File: config.mk
export PLATFORM = sky130hd
export DESIGN_NAME = instr_fetch
export DESIGN_NICKNAME = d
export VERILOG_FILES = /design/src/rtl/instr_fetch.sv
export SDC_FILE = /design/constraint.sdc
export NUM_CORES = 1
export LEC_CHECK = 0
export ABC_AREA = 1
export CAP_MARGIN = 5
export CORE_ASPECT_RATIO = 2
export CORE_MARGIN = 8
export CORE_UTILIZATION = 45
export DETAILED_ROUTE_END_ITERATION = 6
export GPL_TIMING_DRIVEN = 1
export PLACE_DENSITY = 0.69
export SYNTH_ARGS = -nofsm -noshare
export SYNTH_HDL_FRONTEND = slang
export SYNTH_SLANG_ARGS = --single-unit
File: constraint.sdc
create_clock -name clk -period 7.2 [get_ports clk]
set_input_delay 1.44 -clock clk [delete_from_list [all_inputs] [get_ports clk]]
set_output_delay 1.44 -clock clk [all_outputs]
set_load 0.01 [all_outputs]
File: src/rtl/instr_fetch.sv
// rtl/instr_fetch.sv - instruction prefetch unit with one outstanding memory read and a PC-tagged FIFO
module instr_fetch #(
  parameter int ADDR_W = 16,
  parameter int DATA_W = 16,
  parameter int DEPTH  = 4
) (
  input  logic              clk,
  input  logic              rst,
  input  logic              redirect,
  input  logic [ADDR_W-1:0] redirect_pc,
  output logic              mem_req,
  output logic [ADDR_W-1:0] mem_addr,
  input  logic              mem_gnt,
  input  logic              mem_rvalid,
  input  logic [DATA_W-1:0] mem_rdata,
  output logic              instr_valid,
  output logic [DATA_W-1:0] instr,
  output logic [ADDR_W-1:0] instr_pc,
  input  logic              instr_ready
);

  localparam int PW = (DEPTH > 1) ? $clog2(DEPTH) : 1;
  localparam int CW = PW + 1;
  localparam logic [CW-1:0] FULL = CW'(DEPTH);

  typedef enum logic [1:0] {IDLE, REQ, WAIT, DROP} state_t;

  state_t            state;
  state_t            state_nxt;
  logic [ADDR_W-1:0] fetch_pc;
  logic [ADDR_W-1:0] req_pc;
  logic [DATA_W-1:0] data_mem [DEPTH];
  logic [ADDR_W-1:0] pc_mem   [DEPTH];
  logic [PW-1:0]     wptr;
  logic [PW-1:0]     rptr;
  logic [CW-1:0]     count;
  logic [CW-1:0]     post_push;
  logic              push;
  logic              pop;
  logic              granted;

  // A flush on the redirect cycle wins over a consumer pop.
  assign pop       = instr_valid && instr_ready && !redirect;
  assign granted   = (state == REQ) && mem_gnt;
  assign post_push = count + CW'(1) - CW'(pop);

  always_comb begin
    state_nxt = state;
    push      = 1'b0;
    case (state)
      IDLE: begin
        if (redirect || count < FULL) state_nxt = REQ;
      end
      REQ: begin
        if (mem_gnt) state_nxt = redirect ? DROP : WAIT;
      end
      WAIT: begin
        if (mem_rvalid) begin
          push = !redirect;
          if (redirect || post_push < FULL) state_nxt = REQ;
          else                              state_nxt = IDLE;
        end else if (redirect) begin
          state_nxt = DROP;
        end
      end
      DROP: begin
        // The discarded response retires the outstanding read even if a redirect lands with it.
        if (mem_rvalid) state_nxt = REQ;
      end
      default: state_nxt = REQ;
    endcase
  end

  always_ff @(posedge clk) begin
    if (rst) begin
      state    <= REQ;
      fetch_pc <= '0;
      req_pc   <= '0;
      count    <= '0;
      wptr     <= '0;
      rptr     <= '0;
    end else begin
      state <= state_nxt;
      if (granted) req_pc <= fetch_pc;
      if (redirect) begin
        fetch_pc <= redirect_pc;
        count    <= '0;
        wptr     <= '0;
        rptr     <= '0;
      end else begin
        if (granted) fetch_pc <= fetch_pc + ADDR_W'(1);
        if (push)    wptr     <= wptr + PW'(1);
        if (pop)     rptr     <= rptr + PW'(1);
        count <= count + CW'(push) - CW'(pop);
      end
    end
  end

  always_ff @(posedge clk) begin
    if (push && !rst) begin
      data_mem[wptr] <= mem_rdata;
      pc_mem[wptr]   <= req_pc;
    end
  end

  assign mem_req     = !rst && (state == REQ);
  assign mem_addr    = rst ? '0 : fetch_pc;
  assign instr_valid = !rst && (count != '0);
  assign instr       = instr_valid ? data_mem[rptr] : '0;
  assign instr_pc    = instr_valid ? pc_mem[rptr]   : '0;

endmodule

Word-level counts from Yosys, hierarchy flattened --
Memory sizes are Yosys's and may differ from the RTL's. A register that Yosys moved wholly into a read port is not among the register bits. Cells that the tools add are included.
Word-level totals: flip-flop bits (word level) 41, bits in writable memories 128, bits of input ports 38, output and inout bits 50, logic and storage cells 60, memories kept 2
Cells by class: add/subtract/negate cells 7, magnitude comparators 2, eq/ne operators 7, muxes and demuxes 21, reduce and logical (&&, ||, !) cells 15
Memories:
- data_mem | words 4, bits a word 16, rd ports 1, clocked after memory_dff 1, write ports 1, RTL line 32 | logic [DATA_W-1:0] data_mem [DEPTH];
- pc_mem | words 4, bits a word 16, rd ports 1, clocked after memory_dff 1, write ports 1, RTL line 33 | logic [ADDR_W-1:0] pc_mem [DEPTH];
Operators by type and width (count):
- $mux W16 | 5
- $mux W2 | 9
- $add A16 B1 Y16 const B | 1
- $pmux W2 S4 | 1
- $logic_and A1 B1 Y1 | 6
- $lt A3 B3 Y1 const B | 2
- $mux W1 | 6
- $ne A2 B2 Y1 const B | 3
- $sub A3 B1 Y3 | 2
- $add A2 B1 Y2 const B | 2
- $eq A2 B2 Y1 const B | 2
- $reduce_and A4 Y1 | 1
- $add A3 B1 Y3 | 1
- $add A3 B1 Y3 const B | 1
- $ne A3 B3 Y1 const B | 1
- $reduce_bool A3 Y1 | 1
- $eq A2 B1 Y1 const B | 1
- $logic_not A1 Y1 | 2
- $logic_not A2 Y1 | 1
- $logic_or A1 B1 Y1 | 2
- $reduce_bool A2 Y1 | 1
- $reduce_or A2 Y1 | 1

Depth between registers and ports, before layout --
Gate-level depths: netlist of run 1.
depth in word-level cells 10, mapped depth 10, gate-level depth less buffers 9

Worst setup path before layout of run 1 --
OpenSTA, ideal clock, no wires.
path kind input -> register, start point input rst, end point memory data_mem[0][0] (enable), library setup time 421 ps, arrival time 3305 ps, required time 6779 ps, setup slack 3474 ps, cell stages on the path 5, path buffers 2, cells stage by stage buf_6 > inv_1 > clkbuf_2 > nand3_1 > nor2_1
Between the ends: longest elaborated chain between the ends 4
Ends and longest elaborated chain:
- from (decl) | RTL line 8 | input logic rst,
- $logic_not A1 Y1 | RTL line 100 | if (push && !rst) begin
- $logic_and A1 B1 Y1 | RTL line 100
- $mux W1 | RTL line 100
- $mux W1 (implied by the code) | RTL line 101 | data_mem[wptr] <= mem_rdata;
- to (decl) | RTL line 32
No other way between the ends.

Worst setup path after layout of run 1 --
start point input rst, end point output instr[4]
Between the ends: longest elaborated chain between the ends 3
Ends and longest elaborated chain:
- $logic_not A1 Y1 | RTL line 108 | assign instr_valid = !rst && (count != '0);
- $logic_and A1 B1 Y1 | RTL line 108
- $mux W16 | RTL line 109 | assign instr = instr_valid ? data_mem[rptr] : '0;
- to (decl) | RTL line 17 | output logic [DATA_W-1:0] instr,
No other way between the ends.

==> flow_summary_export.csv, run 1 <==
group,metric,value,unit
placement,place_congestion,0.8572,
placement,dp_hpwl,10.25,mm
finish,drive_gt1_share,6.584,%
floorplan,die-area,20800,um2
timing,tightest_slew,1089,ps
finish,syn_to_final_growth,21.46,%
routing,wl_met2,8.548,mm
run,maxCapViolCount,0,
timing,setup_tns,0,ps
yosys,avgSynthCellArea,10.18,um2
clocking,clock-root-buffer,"clkbuf_16",
yosys,synth_edf_count,128,
global_routing,antenna_found_initial,0,
setup_path,r2r_cells,4,
yosys,yosysTopAreaCellShare,52.67,%
global_routing,grt_max_degree,66,
power,p_per_area,252.5,nW/um2
routing,maxUsedRoutingLayer,"met4",
yosys,yosysSeqAreaShare,64.46,%
yosys,synth_ff_type,"edfxtp_1",
placement,portBuffers,87,
finish,fillers,1404,
setup_path,cp-startpoint,"rst",
routing,ant_nets,0,
finish,finalNetCount,842,
hold_path,hp-class,"flop to flop",
yosys,yosysUniqueCellTypes,31,
timing,setup_violations,0,
timing,skew,13.24,ps
timing,slew_headroom,27.26,%
timing,rsz0062_at_grt,"false",
power,power.total,2.239,mW
timing,drv_slew,0,
setup_path,regToRegSetupSlack,4860,ps
status,status,"finished, final reports clean",
routing,first_pass_iters,4,
finish,regArea,4706,um2
setup_path,critical_path_class,"input pin to output pin",
placement,place_area,8300,um2
routing,drt_iter0_drc,299,
timing,hold_violations,0,
clocking,cts_made_buffers,17,
yosys,netlist_top_cells_area,"edfxtp_1, dfxtp_1, nor2_1",
setup_path,crit_path_start_kind,"input pin",
routing,met1_length,6.643,mm
routing,avgRoutedWirePerCell,16.03,um
clocking,clkSinkCount,171,
routing,dr_wl_met3,784,um
clocking,cts.path.max_buffers,2,
finish,multi_input_area,2243,um2
global_routing,grt_pass1_vias,5062,
setup_path,r2r-start,"state[0]",
power,p_leak,3.139,nW
setup_path,setup.worst_path.end_class,"output pin",
global_routing,grt_usage,15.89,%
floorplan,die_w,106.1,um
yosys,yosys.area.top_type,"edfxtp_1",
timing,min_period_over_period,67.71,%
timing,fmax,205.1,MHz
floorplan,coreArea,16100,um2
routing,vias,5146,
routing,routed_wl,16.17,mm
floorplan,ios,88,
setup_path,worstSetupEndpoint,"instr[4]",
floorplan,rows,66,
yosys,ys_seq_elements,171,
routing,via_per_inst,5.100,
global_routing,grt_overflow,0,
power,irDropWorstVdd,0.0001703,V
clocking,clkTransAtPathRegs,60,ps
yosys,netlist_area,7298,um2
yosys,synth_warnings,0,
floorplan,start_util,45.32,%
timing,finalCriticalPeriod,4875,ps
routing,drc_errors,0,
clocking,htreeDepth,4,
clocking,holdBufCountCts,0,
yosys,synthesis.instances,717,
finish,antenna_cells,0,
setup_path,required,5760,ps
setup_path,r2r-end,"data_mem[0][13]",
setup_path,cp.arrival,3440,ps
global_routing,grt_first_pass_wirelength,26.11,mm
yosys,synthArstFlopShare,0,%
setup_path,crit_path_max_fanout,34,
clocking,cts_setup_buffers,0,
floorplan,fp.dieH,196.1,um
finish,stdcell_area,8865,um2
clocking,post_cts_resized,0,
yosys,syn_nets,767,
clocking,cts_tree,"built",
clocking,clock_latency,420,ps
-- critical path: stages --
cell and delay (ps):
clkdlybuf4s50_1 450, buf_4 370, a31oi_4 60, inv_2 470, a21oi_1 110, clkdlybuf4s50_1 520
-- cells by family (layout without fill, tap and decap cells) --
| family | Yosys count | in the layout | share of synthesized area [%] |
|---|---|---|---|
| and+or+nand+nor | 271 | 271 | 14.85 |
| AOI/OAI and AO/OA | 171 | 171 | 12.60 |
| buffers and inverters | 86 | 174 | 5.212 |
| DFF | 171 | 171 | 64.46 |
| xor gates and xnor gates | 6 | 6 | 0.7200 |
| adders and majority gates | 12 | 12 | 2.160 |
-- cells in the mapped netlist (2+ instances only) --
| cell type | instances |
|---|---|
| a21oi_1 | 60 |
| buf_4 | 2 |
| edfxtp_1 | 128 |
| inv_1 | 46 |
| nand2_2 | 2 |
| buf_6 | 4 |
| clkbuf_1 | 10 |
| inv_2 | 3 |
| xor2_1 | 6 |
| nor2_2 | 2 |
| a31oi_4 | 2 |
| a31oi_1 | 4 |
| o21ai_1 | 3 |
| buf_1 | 4 |
| ha_1 | 11 |
| buf_2 | 15 |
| nand3_1 | 16 |
| dfxtp_1 | 43 |
| nor2_1 | 181 |
| o21ai_0 | 95 |
| a211oi_1 | 5 |
| nand2_1 | 63 |
| nand4_1 | 4 |
-- routing by layer --
layer	GRT usage, %	up-vias
li1	-	2587
met1	18.34	2444
met2	27.82	104
met3	4.075	11
met4	5.039	0
met5	0	-
-- state kept, by name, summed over array words and instances, names as in the netlist, named ones only --
| register | count |
|---|---|
| rptr | 2 |
| fetch_pc | 16 |
| count | 3 |
| wptr | 2 |
| pc_mem | 64 |
| req_pc | 16 |
| state | 2 |
| data_mem | 64 |
-- placed cells by master, fill, tap and decap left out --
master	Yosys	routed
clkbuf_16	0	17
nor2_4	0	4
nand4_1	4	4
nand2_1	63	63
clkinv_4	0	1
nand3_1	16	16
dfxtp_1	43	42
nand2_4	1	1
a31oi_4	2	2
clkbuf_1	10	1
o21ai_0	95	95
a21oi_4	1	1
inv_8	0	2
or2_2	1	1
edfxtp_1	128	128
clkinv_2	0	2
bufinv_16	0	1
a31oi_1	4	4
a21oi_1	60	60
inv_2	3	3
clkinvlp_4	0	1
fa_1	1	1
clkdlybuf4s50_1	0	87
ha_1	11	11
clkinv_1	1	2
o21ai_1	3	3
nand2_2	2	2
a21boi_0	1	1
inv_6	0	6
buf_4	2	5
nor2_2	2	2
dfxtp_2	0	1
xor2_1	6	6
inv_1	46	46
a211oi_1	5	5
nor2_8	1	1
nor2_1	181	177
-- power breakdown --
group / switching (mW) / total [mW] / internal, mW
sequential: 0.0489 / 1.17 / 1.12
combinational: 0.121 / 0.199 / 0.0784
clock: 0.386 / 0.871 / 0.486
total: 0.555 / 2.24 / 1.68
-- area by class of cell --
class | count | area share, %
Clock buffer | 18 | 4.841
Clock inverter | 14 | 1.524
Inverter | 50 | 2.117
Multi-Input combinational cell | 460 | 25.31
Sequential cell | 171 | 53.08
Tap cell | 204 | 2.879
Timing Repair Buffer | 92 | 10.25
-- worst min path at each step --
stage / cells past startpoint / slack [ps] / startpoint / to
floorplan: 0 / 450 / req_pc[10] / pc_mem[0][10]
global placement: 1 / 470 / rptr[0] / rptr[0]
detailed placement: 1 / 480 / rptr[0] / flop
CTS: 1 / 500 / rptr[0] / rptr[0]
global route: 1 / 520 / rptr[0] / flop
finish: 1 / 500 / rptr[0] / rptr[0]
-- stage by stage --
step	util [%]	setup WS (ps)	std cells	hold WS (ps)
after floorplan	-	3474	717	454.9
after global placement	51.55	2393	977	465.7
after detailed placement	51.55	2296	977	477.7
after CTS	55.05	2286	1009	495.1
after global routing	55.05	2067	1009	516.8
final	55.05	2325	1009	496.4
(Power assumes the default switching activity.)
==> inputs of run 2 (changes only) <==
Settings changed: PLACE_DENSITY 0.69 to 0.71.
Clock period 7.2 ns to 4.2 ns, I/O delays scaled along.
==> flow_summary_export.csv, run 2 (synthesized netlist as in run 1, its figures left out) <==
group,metric,value,unit
routing,drc_errors,0,
setup_path,crit_path_start_kind,"input pin",
finish,top_regs,"data_mem (64), pc_mem (64)",
placement,place_congestion,0.8610,
finish,fillers,1382,
clocking,clock-root-buffer,"clkbuf_16",
floorplan,fp.dieH,196.1,um
clocking,cts_setup_buffers,0,
timing,slew_headroom,42.65,%
timing,setup_tns,0,ps
timing,skew,15.35,ps
floorplan,die-area,20800,um2
power,p_sw_share,24.21,%
clocking,clkTransAtPathRegs,60,ps
setup_path,critical_path_class,"input pin to output pin",
clocking,cts_made_buffers,17,
timing,setup_violations,0,
setup_path,required,3360,ps
floorplan,coreArea,16100,um2
timing,tightest_slew,857.1,ps
setup_path,setup.worst_path.end_class,"output pin",
power,power_frac_seq,52.4,%
finish,multi_input_area,2243,um2
timing,worst_slack,794.1,ps
finish,finalCoreUtilization,55.61,%
power,clock_power_share,38.5,%
clocking,clkSinkCount,171,
routing,via_per_inst,5.139,
finish,antenna_cells,0,
routing,first_pass_iters,5,
power,power.total,3.816,mW
global_routing,grt_usage,16.18,%
floorplan,ios,88,
routing,vias,5237,
timing,hold_violations,0,
status,status,"finished, final reports clean",
routing,avgRoutedWirePerCell,16.18,um
run,maxCapViolCount,0,
clocking,clock_latency,410,ps
power,p_per_area,426.1,nW/um2
routing,routed_wl,16.49,mm
floorplan,die_w,106.1,um
finish,regArea,4706,um2
placement,place_ws,807.4,ps
routing,ant_nets,0,
timing,finalCriticalPeriod,3406,ps
power,irDropWorstVdd,0.0002714,V
global_routing,grt_overflow,0,
setup_path,cp.arrival,2570,ps
clocking,holdBufCountCts,0,
clocking,htreeDepth,4,
floorplan,start_util,45.32,%
clocking,cts.path.max_buffers,2,
clocking,cts_tree,"built",
global_routing,grt_pass1_vias,5220,
placement,portBuffers,87,
timing,fmax,293.6,MHz
finish,drive_gt1_share,7.607,%
power,intPower,2.892,mW
setup_path,crit_path_max_fanout,32,
power,power.share.combinational,9.1,%
floorplan,rows,66,
clocking,post_cts_resized,0,
power,p_leak,3.189,nW
placement,dp_hpwl,11.06,mm
timing,rsz0062_at_grt,"false",
hold_path,hp-class,"flop to flop",
timing,min_period_over_period,81.09,%
power,p_switching,924.0,uW
routing,drt_iter0_drc,240,
timing,hold-worst-slack,491.6,ps
finish,final_common_cell,"nor2_1",
finish,syn_to_final_growth,22.70,%
finish,layout_common_cells,"nor2_1, edfxtp_1, o21ai_0, clkdlybuf4s50_1, nand2_1",
global_routing,grt_max_degree,35,
global_routing,antenna_found_initial,0,
finish,finalNetCount,852,
global_routing,grt_first_pass_wirelength,26.52,mm
timing,drv_slew,0,
## run 2: worst paths after layout
path	start	end	slack, ps	cells past startpoint
setup reg to reg	state[0]	count[2]	2130	9
hold / removal	rptr[0]	rptr[0]	490	1
hold reg to reg	rptr[0]	rptr[0]	490	1
setup / recovery	rst	instr[1]	790	5
## run 2: cell type report
class	count	area share, %
clock inverter	10	0.8942
multi-input combinational	460	25.05
sequential	171	52.55
clock buffer	22	5.435
inverter	50	2.096
tap	204	2.850
timing repair buffer	102	11.12
## run 2: layer usage
| layer | vias to the layer above | global-route usage, % | part of all wire (%) |
|---|---|---|---|
| met5 | - | 0 | 0 |
| met1 | 2502 | 18.13 | 41 |
| met3 | 13 | 3.713 | 4.2 |
| met2 | 120 | 29.03 | 54 |
| met4 | 0 | 5.617 | 1.4 |
| li1 | 2602 | - | - |
## run 2: power groups by stage
stage,Combinational [mW],Clock (mW),Sequential (mW)
after CTS,0.346,1.49,2.00
after detailed placement,0.343,0,2.04
after floorplan,0.228,0,2.00
after global placement,0.331,0,2.03
final,0.345,1.47,2.00
after global routing,0.389,1.57,2.01
## run 2: worst max-delay path: stages
cell,delay [ps]
clkdlybuf4s50_1,460
a31oi_4,180
inv_2,270
a21oi_1,240
clkdlybuf4s50_1,570
## run 2: stage by stage
stage               std cells  instance area [um2]
finish                   1019                 8955
CTS                      1019                 8955
detailed placement        987                 8388
floorplan                 717                 7298
global placement          987                 8388
global route             1019                 8955
